<file path="src/rtl/rv_net_arbiter_pkg.sv">
// Shared types and constants for the rv_net arbiter and later net switches.
// Imported by the interface, the round-robin picker and the arbiter top.
package rv_net_pkg;

   localparam int NET_DAT_W = 8;

   // Header byte offsets within a packet: DST, SZ, then SZ+1 body bytes.
   localparam int HDR_DST = 0;
   localparam int HDR_SZ  = 1;

   typedef enum logic [1:0] {
      IDLE = 2'b00,
      DST  = 2'b01,
      SZ   = 2'b10,
      BODY = 2'b11
   } arb_state_e;

endpackage

</file>
<file path="src/rtl/rv_net_arbiter_if.sv">
// Ready/valid bundle between N_REQ requesters, the arbiter and the upstream net link.
// The slave modport is the arbiter's view; master is the environment's view.
interface rv_net_if #(
   parameter int N_REQ = 2
);
   import rv_net_pkg::*;

   logic [N_REQ-1:0]           req_valid;
   logic [N_REQ-1:0]           req_ready;
   logic [NET_DAT_W*N_REQ-1:0] req_dat;
   logic                       neto_valid;
   logic                       neto_ready;
   logic [NET_DAT_W-1:0]       neto_dat;

   modport master (
      output req_valid,
      output req_dat,
      output neto_ready,
      input  req_ready,
      input  neto_valid,
      input  neto_dat
   );

   modport slave (
      input  req_valid,
      input  req_dat,
      input  neto_ready,
      output req_ready,
      output neto_valid,
      output neto_dat
   );

endinterface

</file>
<file path="src/rtl/rv_net_arbiter_rr_pick.sv">
// Combinational round-robin picker: first set request searching upward from i_last+1,
// wrapping to index 0. Shared with the net switches that build on this arbiter.
module rv_rr_pick #(
   parameter  int N_REQ = 2,
   localparam int GNT_W = $clog2(N_REQ)
) (
   input  logic [N_REQ-1:0] i_req,
   input  logic [GNT_W-1:0] i_last,
   output logic             o_found,
   output logic [GNT_W-1:0] o_gnt
);

   logic [N_REQ-1:0] w_mask;
   logic [N_REQ-1:0] w_req_hi;
   logic             w_hit_hi;

   // Requests strictly above the last winner get first look; otherwise wrap.
   always_comb begin
      w_mask = '0;
      for (int i = 0; i < N_REQ; i++) begin
         w_mask[i] = (i > int'(i_last));
      end
   end

   assign w_req_hi = i_req & w_mask;
   assign w_hit_hi = |w_req_hi;
   assign o_found  = |i_req;

   always_comb begin
      o_gnt = '0;
      for (int i = N_REQ - 1; i >= 0; i--) begin
         if (w_hit_hi ? w_req_hi[i] : i_req[i]) begin
            o_gnt = GNT_W'(i);
         end
      end
   end

endmodule

</file>
<file path="src/rtl/rv_net_arbiter.sv">
// Packet-granular round-robin arbiter merging N_REQ ready/valid byte streams onto one net link.
// Optional macro RV_NET_ARB_OUTREG_EN puts a 2-entry skid buffer on the neto_ output path.
//
// state | meaning
// ------+---------------------------------------------------------------
// IDLE  | no grant; pick next requester round-robin, no byte moves
// DST   | granted; waiting for the destination header byte
// SZ    | waiting for the size byte; it loads the body down-counter
// BODY  | forwarding body bytes; release after the byte seen at rem==0
module rv_net_arbiter
   import rv_net_pkg::*;
#(
   parameter  int N_REQ = 2,
   localparam int GNT_W = $clog2(N_REQ)
) (
   input  logic             uclock,
   input  logic             reset,
   rv_net_if.slave          net,
   input  logic [N_REQ-1:0] hreq_i,
   output logic             hreq_o,
   output logic [GNT_W-1:0] gnt_o,
   output logic             busy_o
);

   arb_state_e           r_state;
   arb_state_e           w_state_nxt;
   logic [GNT_W-1:0]     r_gnt;
   logic [GNT_W-1:0]     w_gnt_nxt;
   logic [GNT_W-1:0]     r_last;
   logic [GNT_W-1:0]     w_last_nxt;
   logic [NET_DAT_W-1:0] r_rem;
   logic [NET_DAT_W-1:0] w_rem_nxt;
   logic                 r_hreq;

   logic                 w_found;
   logic [GNT_W-1:0]     w_pick;
   logic                 w_active;
   logic                 w_sel_valid;
   logic [NET_DAT_W-1:0] w_sel_dat;
   logic                 w_up_ready;
   logic                 w_xfer;

   rv_rr_pick #(
      .N_REQ (N_REQ)
   ) u_pick (
      .i_req   (net.req_valid),
      .i_last  (r_last),
      .o_found (w_found),
      .o_gnt   (w_pick)
   );

   assign w_active = (r_state != IDLE);

   always_comb begin
      w_sel_valid = 1'b0;
      w_sel_dat   = '0;
      for (int i = 0; i < N_REQ; i++) begin
         if (r_gnt == GNT_W'(i)) begin
            w_sel_valid = net.req_valid[i];
            w_sel_dat   = net.req_dat[NET_DAT_W*i +: NET_DAT_W];
         end
      end
   end

   // Only the granted requester ever sees ready; it is held for the whole packet.
   always_comb begin
      net.req_ready = '0;
      for (int i = 0; i < N_REQ; i++) begin
         if (w_active && (r_gnt == GNT_W'(i))) begin
            net.req_ready[i] = w_up_ready;
         end
      end
   end

   // Packet length is counted on the requester side of any output buffering.
   assign w_xfer = w_active && w_sel_valid && w_up_ready;

`ifdef RV_NET_ARB_OUTREG_EN
   logic [NET_DAT_W-1:0] r_buf [2];
   logic [1:0]           r_cnt;
   logic                 r_wr_ptr;
   logic                 r_rd_ptr;
   logic                 w_push;
   logic                 w_pop;

   assign w_up_ready     = (r_cnt != 2'd2);
   assign w_push         = w_xfer;
   assign w_pop          = net.neto_valid && net.neto_ready;
   assign net.neto_valid = (r_cnt != 2'd0);
   assign net.neto_dat   = r_buf[r_rd_ptr];

   always_ff @(posedge uclock) begin
      if (reset) begin
         r_cnt    <= 2'd0;
         r_wr_ptr <= 1'b0;
         r_rd_ptr <= 1'b0;
      end else begin
         if (w_push) begin
            r_wr_ptr <= ~r_wr_ptr;
         end
         if (w_pop) begin
            r_rd_ptr <= ~r_rd_ptr;
         end
         case ({w_push, w_pop})
            2'b10:   r_cnt <= r_cnt + 2'd1;
            2'b01:   r_cnt <= r_cnt - 2'd1;
            default: r_cnt <= r_cnt;
         endcase
      end
   end

   always_ff @(posedge uclock) begin
      if (w_push) begin
         r_buf[r_wr_ptr] <= w_sel_dat;
      end
   end
`else
   assign w_up_ready     = net.neto_ready;
   assign net.neto_valid = w_active && w_sel_valid;
   assign net.neto_dat   = w_active ? w_sel_dat : '0;
`endif

   always_comb begin
      w_state_nxt = r_state;
      w_gnt_nxt   = r_gnt;
      w_last_nxt  = r_last;
      w_rem_nxt   = r_rem;
      unique case (r_state)
         IDLE: begin
            if (w_found) begin
               w_gnt_nxt   = w_pick;
               w_state_nxt = DST;
            end
         end
         DST: begin
            if (w_xfer) begin
               w_state_nxt = SZ;
            end
         end
         SZ: begin
            if (w_xfer) begin
               w_rem_nxt   = w_sel_dat;
               w_state_nxt = BODY;
            end
         end
         BODY: begin
            if (w_xfer) begin
               if (r_rem == '0) begin
                  w_last_nxt  = r_gnt;
                  w_state_nxt = IDLE;
               end else begin
                  w_rem_nxt = r_rem - 1'b1;
               end
            end
         end
         default: begin
            w_state_nxt = IDLE;
         end
      endcase
   end

   // After reset requester 0 wins first because the search starts at last+1.
   always_ff @(posedge uclock) begin
      if (reset) begin
         r_state <= IDLE;
         r_gnt   <= '0;
         r_last  <= GNT_W'(N_REQ - 1);
         r_rem   <= '0;
         r_hreq  <= 1'b0;
      end else begin
         r_state <= w_state_nxt;
         r_gnt   <= w_gnt_nxt;
         r_last  <= w_last_nxt;
         r_rem   <= w_rem_nxt;
         r_hreq  <= (|hreq_i) | (|net.req_valid) | w_active;
      end
   end

   assign hreq_o = r_hreq;
   assign gnt_o  = r_gnt;
   assign busy_o = w_active;

endmodule

</file>
<file path="src/flat_wrapper.sv">
// flat-port wrapper written by rule: the top's interface ports become plain ports
module rv_net_arbiter_flat import rv_net_pkg::*;
#(
   parameter  int N_REQ = 2,
   localparam int GNT_W = $clog2(N_REQ)
)
  (uclock, reset, hreq_i, hreq_o, gnt_o, busy_o, net_req_valid, net_req_dat, net_neto_ready, net_req_ready, net_neto_valid, net_neto_dat);
  rv_net_if #(.N_REQ(N_REQ)) net_i ();
  input  logic uclock;
  input  logic reset;
  input  logic [N_REQ-1:0] hreq_i;
  output logic hreq_o;
  output logic [GNT_W-1:0] gnt_o;
  output logic busy_o;
  input wire logic [$bits(net_i.req_valid)-1:0] net_req_valid;
  input wire logic [$bits(net_i.req_dat)-1:0] net_req_dat;
  input wire logic [$bits(net_i.neto_ready)-1:0] net_neto_ready;
  output wire logic [$bits(net_i.req_ready)-1:0] net_req_ready;
  output wire logic [$bits(net_i.neto_valid)-1:0] net_neto_valid;
  output wire logic [$bits(net_i.neto_dat)-1:0] net_neto_dat;
  assign net_i.req_valid = net_req_valid;
  assign net_i.req_dat = net_req_dat;
  assign net_i.neto_ready = net_neto_ready;
  assign net_req_ready = net_i.req_ready;
  assign net_neto_valid = net_i.neto_valid;
  assign net_neto_dat = net_i.neto_dat;
  rv_net_arbiter #(.N_REQ(N_REQ)) u_core (.uclock(uclock), .reset(reset), .net(net_i), .hreq_i(hreq_i), .hreq_o(hreq_o), .gnt_o(gnt_o), .busy_o(busy_o));
endmodule
</file>
<file path="config.mk">
export PLATFORM = sky130hd
export DESIGN_NAME = rv_net_arbiter_flat
export DESIGN_NICKNAME = d
export VERILOG_FILES = /design/src/rtl/rv_net_arbiter_pkg.sv /design/src/rtl/rv_net_arbiter_if.sv /design/src/rtl/rv_net_arbiter_rr_pick.sv /design/src/rtl/rv_net_arbiter.sv /design/src/flat_wrapper.sv
export SDC_FILE = /design/constraint.sdc
export NUM_CORES = 1
export LEC_CHECK = 0
export ABC_AREA = 1
export BUFFER_PORTS_ARGS = -buffer_cell sky130_fd_sc_hd__buf_2
export CORE_UTILIZATION = 45
export CTS_BUF_LIST = sky130_fd_sc_hd__clkbuf_4
export DETAILED_ROUTE_END_ITERATION = 7
export GPL_TIMING_DRIVEN = 0
export HOLD_SLACK_MARGIN = 0.1
export PLACE_DENSITY = 0.75
export REMOVE_ABC_BUFFERS = 1
export SLEW_MARGIN = 10
export SYNTH_ARGS = -nofsm -noshare
export SYNTH_HDL_FRONTEND = slang
export SYNTH_SLANG_ARGS = --single-unit
</file>
<file path="constraint.sdc">
create_clock -name uclock -period 1.4 [get_ports uclock]
set_clock_uncertainty 0.15 [all_clocks]
set_input_delay 0.28 -clock uclock [delete_from_list [all_inputs] [get_ports uclock]]
set_output_delay 0.28 -clock uclock [all_outputs]
set_load 0.01 [all_outputs]
</file>
# After elaboration in Yosys (flattened, before gate mapping)
# Index checks and enable logic that the tools add are counted.
# word_totals
n_memories	0
latch_bits	0
ramBits	0
rom_bits	0
word_cells	54
out_inout_bits	14
in_bits	23
regBits	13
# classes
magnitude_cmp	1
n_mux	19
addsub	1
bitwise_logic	4
n_div	0
multipliers	0
n_eq_ne	9
reduce_logical	15
shifts	0
# op_table
cell	count
$mux W8	5
$pmux W8 S2	1
$mux W2	5
$logic_not A8 Y1	1
$ne A2 B1 Y1 const B	4
$pmux W2 S4	1
$sub A8 B1 Y8 const B	1
$mux W1	7
$reduce_or A2 Y1	3
$reduce_and A5 Y1	1
$eq A2 B2 Y1 const B	2
$logic_and A1 B1 Y1	4
$ne A2 B2 Y1 const B	2
$reduce_and A4 Y1	1
$reduce_bool A2 Y1	2
$reduce_and A3 Y1	1
$and A2 B2 Y2	1
$eq A2 B1 Y1 const B	1
$logic_not A2 Y1	1
$or A1 B1 Y1	2
$reduce_and A2 Y1	1
$gt A1 B1 Y1 const A	1
$not A1 Y1	1

# Logic depth before layout (Yosys ltp)
# Gate-level depths: netlist (run 1).
# logic_depth
word_depth	6
depth_mapped	10
depth_no_buf	10

# By module
# From an unflattened synthesis (run 1), not the netlist that was laid out.
# unflattened
hier_cells	177
hier_area_um2	1058.5
# by_module_without_submodules
mod	cells_each	instances	seq_area_each_um2	area_per_inst_um2
rv_net_arbiter	174	1	260.2	1043.5
rv_rr_pick	3	1	0.0	15.0

# Least setup slack after synthesis (run 1)
# Ideal clock, no wire load.
# synth_timing
path_type	reg-to-output
start	register u_core.r_state[0]
end	output port net_req_ready[1]
setup_slack_ps	-268
path_stages_with_launch	5
required_ps	970
arrival_ps	1238
path_buffers	1
cell_sequence	dfxtp_1 > inv_1 > ha_1 > clkbuf_1 > nor3_1
# synth_between
elab_chain_len	3
# synth_lines
item	line	rtl
start, declared	rv_net_arbiter.sv:25	arb_state_e r_state;
start signal, assigned	rv_net_arbiter.sv:171	r_state <= w_state_nxt;
$reduce_bool A2 Y1	rv_net_arbiter.sv:52	assign w_active = (r_state != IDLE);
$logic_and A1 B1 Y1	rv_net_arbiter.sv:69	if (w_active && (r_gnt == GNT_W'(i))) begin
$mux W1	rv_net_arbiter.sv:69	
end, declared	flat_wrapper.sv:18	output wire logic [$bits(net_i.req_ready)-1:0] net_req_ready;
# No other way between the ends.

# Worst setup path after layout (run 1)
# layout_timing
start	register u_core.r_gnt (netlist: u_core.gnt_o)
end	output port net_neto_dat[7]
# layout_between
elab_chain_len	2
# layout_lines
item	line	rtl
start, declared	rv_net_arbiter.sv:27	logic [GNT_W-1:0] r_gnt;
start signal, assigned	rv_net_arbiter.sv:172	r_gnt <= w_gnt_nxt;
$mux W8	rv_net_arbiter.sv:58	if (r_gnt == GNT_W'(i)) begin
$mux W8	rv_net_arbiter.sv:120	assign net.neto_dat = w_active ? w_sel_dat : '0;
end, declared	flat_wrapper.sv:20	output wire logic [$bits(net_i.neto_dat)-1:0] net_neto_dat;
# No other way between the ends.

==> results.md, run 1 <==
- Crit end category: output port
- Top delay family on crit path: flip-flops
- Non-filler cells, final: 270
- Synth top area share: 0.231
- #FFs+latches synth: 13
- Clk_lat worst skew: 290 ps
- Share of layout cells above drive strength 1: 0.488
- Drt pass-1 iters: 4
- HP Class: primary input to register
- Worst vdd ir: 1.29 mV
- Die W: 52.1 um
- Cells on worst reg2reg path: 7
- Clk root buf: clkbuf_4
- Critical Path End: net_neto_dat[7]
- Drt total wl: 4100 um
- Pwr/cell area: ~1500 nW/um^2
- Die ar.: 2710 um^2
- Number of global-route vias before repair: between 1,000 and 1,500
- Most frequent cells in the layout: buf_2 (35), nand2_1 (33), nor2_1 (29), buf_4 (19), inv_1 (17)
- 1st-iter DRT viols: between 70 and 80
- Bufs on Longest Clock Path: 2
- CTS HTree Levels: 1
- Crit share post-route: 1.27
- Design area: 1770 um^2
- Most area-hungry cell type in the Yosys netlist: dfxtp_1
- WP data required: 970 ps
- Worst Path Max Fanout: 6
- Relative slew slack: 0.777
- GR Util All Layers: 0.291
- Crit Reg-Reg Startpoint: u_core.gnt_o
- Final nets: 272
- Final hold violation count: 0
- Crit path DAT: 1350 ps
- TritonCTS clock tree: done
- Placed Instances: 239
- Num rows: 17
- Core area: 2280 um^2
- Layout area overhead: 56.8%
- CP Buf/Inv Count: 3
- Power consumption: 2620 uW
- Fmax: between 500 and 600 MHz
- Most common cell after layout, fill and taps aside: buf_2
- Slew @ Worst Pin: between 300 and 400 ps
- Final HPWL DP: 2120 um
- Pins Over Slew Limit: 0
- Startpoint Class: register
- Critical Path, Cell by Cell: inv_6 -> or2_4 -> o21a_1 -> inv_1 -> nor2_1 -> buf_2
- Initial antenna violation count: 0
- Post-route ant nets: 0
- Worst hold start: net_req_valid[1]
- Worst R2R End: u_core.r_rem[2]
- DRC Markers: 0
- Netlist cell types: 30
- CP Launch Point: u_core.gnt_o
- P_leak: a little under 0.0009 uW
- Status: finished with violations
- IO Count: 37
- Clk slew on worst S/H paths: 90 ps
- Num Clock Sinks: 13
- Largest net degree at the start of global routing: 13
- Port Buf Inserts: 36
- Final worst slack: -380 ps
- Syn Inst Count: approximately 180
- Routed vias: 1,443
- Setup violators final: 25
- Hold slack: around 190 ps
- Final Critical Period: 1780 ps
- CP peak stage delay: approximately 400 ps
- Routed vias/inst: between 5 and 6
- RSZ-0062 raised after global routing: true
- Placed cell areas: about 1300 um^2
- Synthesized area per cell: between 6 and 7 um^2
- Synth warn: 0
- Remaining global-route overflow: 0
- Max-cap viol count: 0
- Starting Density: 0.495
- Violated checks: setup timing
- WL/cell: 15.2 um
- Netlist Area Pre-Place: 1130 um^2
- Reg-to-reg slack, setup: -310 ps
- Worst Setup Path Type: register to output port
- Global-route wire length before repair: 5730 um
- Diode count: 0
- Die Ht: 52.1 um
- CP max stage cell: dfxtp_4
- Fillcell total: 155
- Part of the Yosys area used for sequential elements: 0.231
- Routability cong.: 0.854
- Critical path depth: 6
- Num CTS Buffers: 3
- Largest cells by area after synthesis: dfxtp_1 (23%), nand2_1 (12%), nor2_1 (10%)
state kept, by name, summed over array words and instances (netlist names):
name            flops
u_core.r_state      2
u_core.r_rem        8
u_core.gnt_o        1
u_core.hreq_o       1
u_core.r_last       1
final cells by class:
cell class	instances	area (um^2)	area share
clock buffer	4	30.0	0.0170
inverter	26	115	0.0651
multi-input combinational	136	892	0.505
sequential	13	273	0.154
tap	28	35.0	0.0198
timing repair buffer	63	423	0.239
kinds of logic after synthesis:
| family | after synthesis | synth area share |
|---|---|---|
| simple gates | 101 | 0.433 |
| compound gates | 26 | 0.142 |
| buf+inv | 29 | 0.101 |
| fa+ha+maj | 6 | 0.0666 |
| mux | 3 | 0.0266 |
| flops | 13 | 0.231 |
worst min-delay path: cells and delay by family:
kind	cells	cell delay (ps)
buffers and inverters	2	160
AND/OR/NAND/NOR	3	170
worst min-delay path by stage:
stage,endpoint,cells past startpoint
floorplan,u_core.r_rem[5],1
global route,u_core.gnt_o,5
detailed placement,u_core.r_rem[7],2
finish,u_core.gnt_o,5
global placement,u_core.r_rem[7],2
CTS,u_core.gnt_o,5
through the flow:
step	setup WS (ps)	setup TNS (ps)	utilization
3_3_place_gp	-554	-8470	0.583
4_1_cts	-334	-5130	0.729
6_report	-380	-6360	0.777
2_1_floorplan	-248	-4040	-
3_5_place_dp	-599	-10050	0.583
5_1_grt	-411	-7820	0.777
Yosys cell counts:
cell      number
a21oi_1        7
nand2_4        1
nor2_4         2
nand2_1       36
o31ai_1        1
nand3_1       10
inv_2          4
o21ai_0        8
o21ai_1        3
clkinv_1       1
buf_4          1
nand3b_1       1
clkbuf_1       1
inv_1         21
nor3_1         2
or2_0          2
nand2_2        6
nor2_1        31
nand4_4        1
buf_2          1
nor2_2         1
o21a_1         5
nand3_2        2
mux2i_1        3
a21oi_4        1
a21oi_2        1
nand4_1        1
dfxtp_1       13
ha_1           6
or2_2          5
layer usage:
layer,track usage,vias up,share of wire
met1,0.339,647,0.40
met5,0,-,0
met3,0.0292,18,0.066
met2,0.530,79,0.50
met4,0.126,0,0.040
li1,-,699,-
report_power, final:
group,internal [uW],switching [uW],leakage [uW],total [uW]
Sequential,434,61.1,0.000108,495
Clock,130,143,0.0000184,273
Combinational,848,1000,0.000742,1850
Total,1410,1210,0.000869,2620
what timing repair did:
action                     4_1_cts  5_1_grt
setup buffers                   18        6
hold buffers                     3        0
hold endpoints to repair         4        0
resized for setup               44       19
pin swaps                        9       15
cloned                           0        0
setup endpoints to repair       26       26
(Power assumes the default switching activity.)
==> run 2, diff against run 1 <==
Settings changed: CTS_BUF_LIST sky130_fd_sc_hd__clkbuf_4 to default, CTS_CLUSTER_SIZE from default to 25.
==> run 2 against run 1 <==
  * The flow still finishes with violations (setup timing)
  * First-iteration DRC count fell by 4.2%
  * Critical path type unchanged
  * Cell count unchanged
  * Power down 0.81%
==> results.md, run 2 (synthesized netlist as in run 1, its figures left out) <==
- P_leak: 0.000865 uW (-0.39%)
- Global-route wire length before repair: 5750 um (+0.24%)
- Port Buf Inserts: 36 (unchanged)
- TritonCTS clock tree: done
- Crit share post-route: 1.27 (about the same)
- Num Clock Sinks: 13 (unchanged)
- Routed vias/inst: 5.32 (-0.49%)
- Worst hold start: net_req_valid[1]
- Clk_lat worst skew: 290 ps (about the same)
- Layout area overhead: 56.5%
- Num rows: 17 (unchanged)
- Violated checks: setup timing
- Sw Pwr: 1200 uW (-0.16%)
- Max reg flops: 8 (unchanged)
- Drt pass-1 iters: 4 (unchanged)
- Clk slew on worst S/H paths: 90 ps (about the same)
- Drt total wl: 4130 um (+0.76%)
- Die W: 52.1 um (unchanged)
- Combinational share of power: 0.714 (+0.007)
- Final Critical Period: 1780 ps (-0.881 ps)
- HP Class: primary input to register
- Reg-to-reg slack, setup: -320 ps (about the same)
- Non-filler cells, final: 270 (unchanged)
- Worst R2R End: u_core.r_rem[2]
- Pwr/cell area: 1470 nW/um^2 (-0.60%)
- Clock network power share: 0.096 (-0.008)
- Routed vias: 1,436 (-0.49%)
- Max-cap viol count: 0 (unchanged)
- Bufs on Longest Clock Path: 2 (unchanged)
- Largest registers: u_core.r_rem x8, u_core.r_state x2
- Internal power component: 1390 uW (-1.4%)
- Largest Register: u_core.r_rem
- Startpoint Class: register
- Pins Over Slew Limit: 0 (unchanged)
- Final worst slack: -380 ps (+0.881 ps)
- Final HPWL DP: 2120 um (unchanged)
- Die Ht: 52.1 um (unchanged)
- DRC Markers: 0 (unchanged)
- Remaining global-route overflow: 0 (unchanged)
- Routability cong.: 0.854 (unchanged)
- Hold slack: 193 ps (+0.764 ps)
- Clk root buf: clkbuf_4
- Fmax: 562 MHz (about the same)
- Largest net degree at the start of global routing: 13 (unchanged)
- Crit path DAT: 1350 ps (about the same)
- GR Util All Layers: 0.292 (+0.000611)
- Status: finished with violations
- WP data required: 970 ps (about the same)
- Crit end category: output port
- Final hold violation count: 0 (unchanged)
- Flop pwr share: 0.190 (about the same)
- Diode count: 0 (unchanged)
- Starting Density: 0.495 (unchanged)
- Most common cell after layout, fill and taps aside: buf_2
- 1st-iter DRT viols: 69 (-4.2%)
- Die ar.: 2710 um^2 (unchanged)
- Num CTS Buffers: 3 (unchanged)
- Hold Path End: u_core.gnt_o
- CP Launch Point: u_core.gnt_o
- Worst Setup Path Type: register to output port
- Most frequent cells in the layout: buf_2 (35), nand2_1 (33), nor2_1 (29), buf_4 (19), inv_1 (17)
- Worst Path Max Fanout: 6 (unchanged)
- Relative slew slack: 0.777 (about the same)
- Worst vdd ir: 1.28 mV (-0.25%)
- Cells on worst reg2reg path: 8 (+1)
- WL/cell: 15.3 um (+0.76%)
- RSZ-0062 raised after global routing: true
- Crit Reg-Reg Startpoint: u_core.r_rem[4]
- CTS HTree Levels: 1 (unchanged)
- Initial antenna violation count: 0 (unchanged)
- Core area: 2280 um^2 (unchanged)
- WHS Path Cells: 5 (unchanged)
- Setup violators final: 25 (unchanged)
- Share of layout cells above drive strength 1: 0.483 (-0.00413)
- Number of global-route vias before repair: 1,340 (+0.37%)
- Placed Instances: 239 (unchanged)
- Final nets: 272 (unchanged)
- Sw Share: 0.464 (+0.00304)
- IO Count: 37 (unchanged)
- Slew @ Worst Pin: 333 ps (+0.573 ps)
- Post-route ant nets: 0 (unchanged)
[run 2: cell counts in the layout (fill, tap and decap cells not counted)]
No cell type changed its count.
[run 2: how the worst max path moves through the flow]
stage,endpoint,depth (start not counted)
floorplan,net_neto_dat[5],5
CTS,net_neto_dat[7],6
global placement,net_neto_dat[7],6
global route,net_neto_dat[7],6
finish,net_neto_dat[7],6
detailed placement,net_neto_dat[7],6
[run 2: critical path, stage by stage, from the launching register on]
cell and delay, ps:
dfxtp_4 400, inv_6 60, or2_4 240, o21a_1 140, inv_1 60, nor2_1 30
buf_2 130
[run 2: area by class of cell]
class                   instances  area [um^2]
flip-flops and latches         13          273
repair buffers                 63          423
fillers                       154          512
multi-input cells             136          892
well taps                      28         35.0
inverters                      26          115
clock buffers                   4         26.3
[run 2: per-stage QoR]
stage | total power, uW | setup TNS (ps) | worst slack [ps] | area [um^2] | util
2_1_floorplan | 1300 | -4040 | -248 | 1110 | -
3_3_place_gp | 1560 | -8470 | -554 | 1330 | 0.583
3_5_place_dp | 1600 | -10050 | -599 | 1330 | 0.583
4_1_cts | 2280 | -5140 | -334 | 1660 | 0.727
5_1_grt | 2750 | -7800 | -413 | 1760 | 0.775
6_report | 2600 | -6410 | -380 | 1760 | 0.775
[run 2: what timing repair did]
action,in CTS,in global routing
gates cloned,0,0
setup endpoints to repair,26,26
pin swaps,9,15
buffers inserted,18,6
hold buffers,3,0
hold endpoints to repair,4,0
gates resized for setup,44,19
[run 2: power groups by stage]
| stage | clock, uW | sequential (uW) | combinational, uW |
|---|---|---|---|
| floorplan | 0 | 479 | 816 |
| global placement | 0 | 487 | 1070 |
| detailed placement | 0 | 494 | 1100 |
| CTS | 250 | 489 | 1540 |
| global route | 276 | 499 | 1980 |
| finish | 249 | 495 | 1850 |
[run 2: layer usage]
layer | track usage | up-vias | part of all wire | wire [um]
met5 | 0 | - | 0 | 0
li1 | - | 696 | - | -
met4 | 0.126 | 0 | 0.046 | 189
met1 | 0.339 | 641 | 0.38 | 1580
met3 | 0.0292 | 21 | 0.077 | 319
met2 | 0.532 | 78 | 0.49 | 2040
==> run 3, diff against run 2 <==
Settings changed: CAP_MARGIN from default to 15, CORE_UTILIZATION 45 to 44, SYNTH_HIERARCHICAL from default to 1.
==> run 3 against run 2 <==
  * The run still ends with setup timing left
  * Worst hold slack got worse by 5.4 ps
  * Sequential power up 3%
  * Count of clock-buffer cells in the layout is the same
  * Non-clock buffer count fell by 1
  * Die area down 3.8%
  * Cell area is 4.8% lower
  * Global-route usage rose by 0.80 points
  * Sequential share of layout area increased by 0.70 points
  * Highest routed layer unchanged
==> results.md, run 3 <==
- Status: finished with violations
- Violated checks: setup timing
- Synthesized area per cell: 5.98 um^2 (-5.6%)
- Netlist cell types: 24 (-20%)
- Routability cong.: 0.856 (+0.20%)
- Max reg flops: 8 (unchanged)
- Worst Path Max Fanout: 12 (+6)
- WP data required: 970 ps (about the same)
- Most frequent cell after synthesis: nand2_1
- P_leak: 0.000851 uW (-1.6%)
- #FFs+latches synth: 13 (unchanged)
- Fin util: 0.752 (-0.0228)
- Post-route ant nets: 0 (unchanged)
- Clk_lat worst skew: 280 ps (about the same)
- Final Critical Period: 1730 ps (-45.9 ps)
- Bufs on Longest Clock Path: 2 (unchanged)
- Max-cap viol count: 0 (unchanged)
- Pins Over Slew Limit: 0 (unchanged)
- Worst Setup Path Type: register to output port
- Layout area overhead: 58.7%
- Relative slew slack: 0.760 (-0.0173)
- Die ar.: 2610 um^2 (-3.8%)
- Part of the Yosys area used for sequential elements: 0.246 (+0.0150)
- Die W: 51.1 um (-1.9%)
- Largest registers: u_core/r_rem x8, u_core/r_state x2
- Most area-hungry cell type in the Yosys netlist: dfxtp_1
- Num CTS Buffers: 3 (unchanged)
- Startpoint Class: register
- Clk slew on worst S/H paths: 90 ps (about the same)
- Global-route wire length before repair: 5800 um (+0.85%)
- Pwr/cell area: 1500 nW/um^2 (+2.0%)
- Largest cells by area after synthesis: dfxtp_1 (25%), nand2_1 (15%), nor2_1 (9.9%)
- Post-synth EDFFs: 0 (unchanged)
- Num rows: 17 (unchanged)
- Final hold violation count: 0 (unchanged)
- Final worst slack: -334 ps (+45.9 ps)
- Remaining global-route overflow: 0 (unchanged)
- Setup violators final: 24 (-4.0%)
- Share of layout cells above drive strength 1: 0.417 (-0.0668)
- 1st-iter DRT viols: 77 (+12%)
- DRC Markers: 0 (unchanged)
- CTS HTree Levels: 1 (unchanged)
- Synth top area share: 0.246 (+0.0150)
- Most frequent cells in the layout: nand2_1 (40), buf_2 (36), nor2_1 (24), buf_4 (18), inv_1 (18)
- Synth warn: 6 (+6)
- Syn Inst Count: 177 (-0.56%)
- Worst vdd ir: 1.05 mV (-18%)
- Initial antenna violation count: 0 (unchanged)
- Slew @ Worst Pin: 360 ps (+27.6 ps)
- GR Util All Layers: 0.300 (+0.00799)
- Drt total wl: 3850 um (-6.9%)
- Ys async rst share: 0 (unchanged)
- Power consumption: 2520 uW (-2.8%)
- Number of global-route vias before repair: 1,363 (+1.7%)
- IO Count: 37 (unchanged)
- TritonCTS clock tree: done
- Die Ht: 51.1 um (-1.9%)
- Clk root buf: clkbuf_4
- Fmax: 577 MHz (+2.6%)
- Most common cell after layout, fill and taps aside: nand2_1
- Largest Register: u_core/r_rem
- Setup TNS: -5780 ps (+624 ps)
- Routed vias: 1,477 (+2.9%)
- Port Buf Inserts: 36 (unchanged)
- Final nets: 270 (-0.74%)
- Drt pass-1 iters: 7 (+3)
- Crit end category: output port
- Hold slack: 187 ps (-5.43 ps)
- Crit path DAT: 1300 ps (-50 ps)
- Diode count: 0 (unchanged)
- RSZ-0062 raised after global routing: true
- Starting Density: 0.474 (-0.0214)
- Most frequent cells after synthesis: nand2_1 (42), nor2_1 (28), inv_1 (22)
- Synth Flop Type: dfxtp_1
- Routed vias/inst: 5.51 (+3.6%)
- Crit share post-route: 1.24 (-0.0328)
- Core area: 2230 um^2 (-1.9%)
- Final HPWL DP: 2080 um (-2.0%)
- WL/cell: 14.3 um (-6.2%)
- Netlist Area Pre-Place: 1060 um^2 (-6.1%)
- Largest net degree at the start of global routing: 13 (unchanged)
- HP Class: primary input to register
- Num Clock Sinks: 13 (unchanged)
[run 3: cell count changes after synthesis, sizes merged, moves of 2 or more]
cell	previous run	this run
nor2	34	30
nand4	2	5
o21a	5	2
o21ai	11	14
a21oi	9	11
[run 3: logic make-up after synthesis]
| kind of cell | count (synthesis) | share of synthesized area |
|---|---|---|
| AOI/OAI and AO/OA | 28 | 0.141 |
| muxes | 3 | 0.0284 |
| DFF | 13 | 0.246 |
| adders and majority gates | 6 | 0.0709 |
| buffers and inverters | 29 | 0.105 |
| xor gates and xnor gates | 1 | 0.00828 |
| and+or+nand+nor | 97 | 0.401 |
[run 3: critical path: stages (launching register included)]
cell and delay (ps):
dfxtp_4 390, buf_8 150, nand2_1 80, a21oi_1 220
buf_2 170
[run 3: timing repair]
action	in CTS	in global routing
gates cloned	1	0
hold buffers	3	0
setup endpoints to repair	26	25
pin swaps	10	2
endpoints found under the hold margin	3	0
buffers inserted	18	5
resized for setup	44	15
[run 3: worst paths after layout]
check / from / end / slack, ps / cells after the start
setup / recovery: u_core/gnt_o / net_neto_valid / -330 / 4
hold / removal: net_req_valid[0] / u_core/hreq_o / 190 / 4
setup reg to reg: u_core/r_state[0] / u_core/r_rem[1] / -330 / 8
hold reg to reg: u_core/r_rem[6] / u_core/r_rem[6] / 340 / 2
[run 3: final cells by class]
class                      count  area, um^2
multi-input combinational    136         832
fill                         155         553
timing repair buffer          62         405
sequential                    13         272
inverter                      25         110
tap                           28        35.0
clock buffer                   4        26.3
[run 3: layer usage]
| layer | up-vias | track usage | part of all wire |
|---|---|---|---|
| met4 | 0 | 0.167 | 0.041 |
| met3 | 24 | 0.0595 | 0.12 |
| met1 | 645 | 0.336 | 0.37 |
| met5 | - | 0 | 0 |
| li1 | 694 | - | - |
| met2 | 114 | 0.524 | 0.46 |
[run 3: stage by stage]
| stage | std cells | worst slack [ps] | cell area [um^2] |
|---|---|---|---|
| after floorplan | 173 | -323 | 1040 |
| after global placement | 237 | -523 | 1260 |
| after detailed placement | 237 | -585 | 1260 |
| after CTS | 263 | -286 | 1590 |
| after global routing | 268 | -380 | 1680 |
| final | 268 | -334 | 1680 |
[run 3: power breakdown]
group          internal (uW)  total [uW]  switching, uW
logic                    785        1770            987
clock network            111         240            130
registers                443         512           69.5
total                   1340        2520           1190
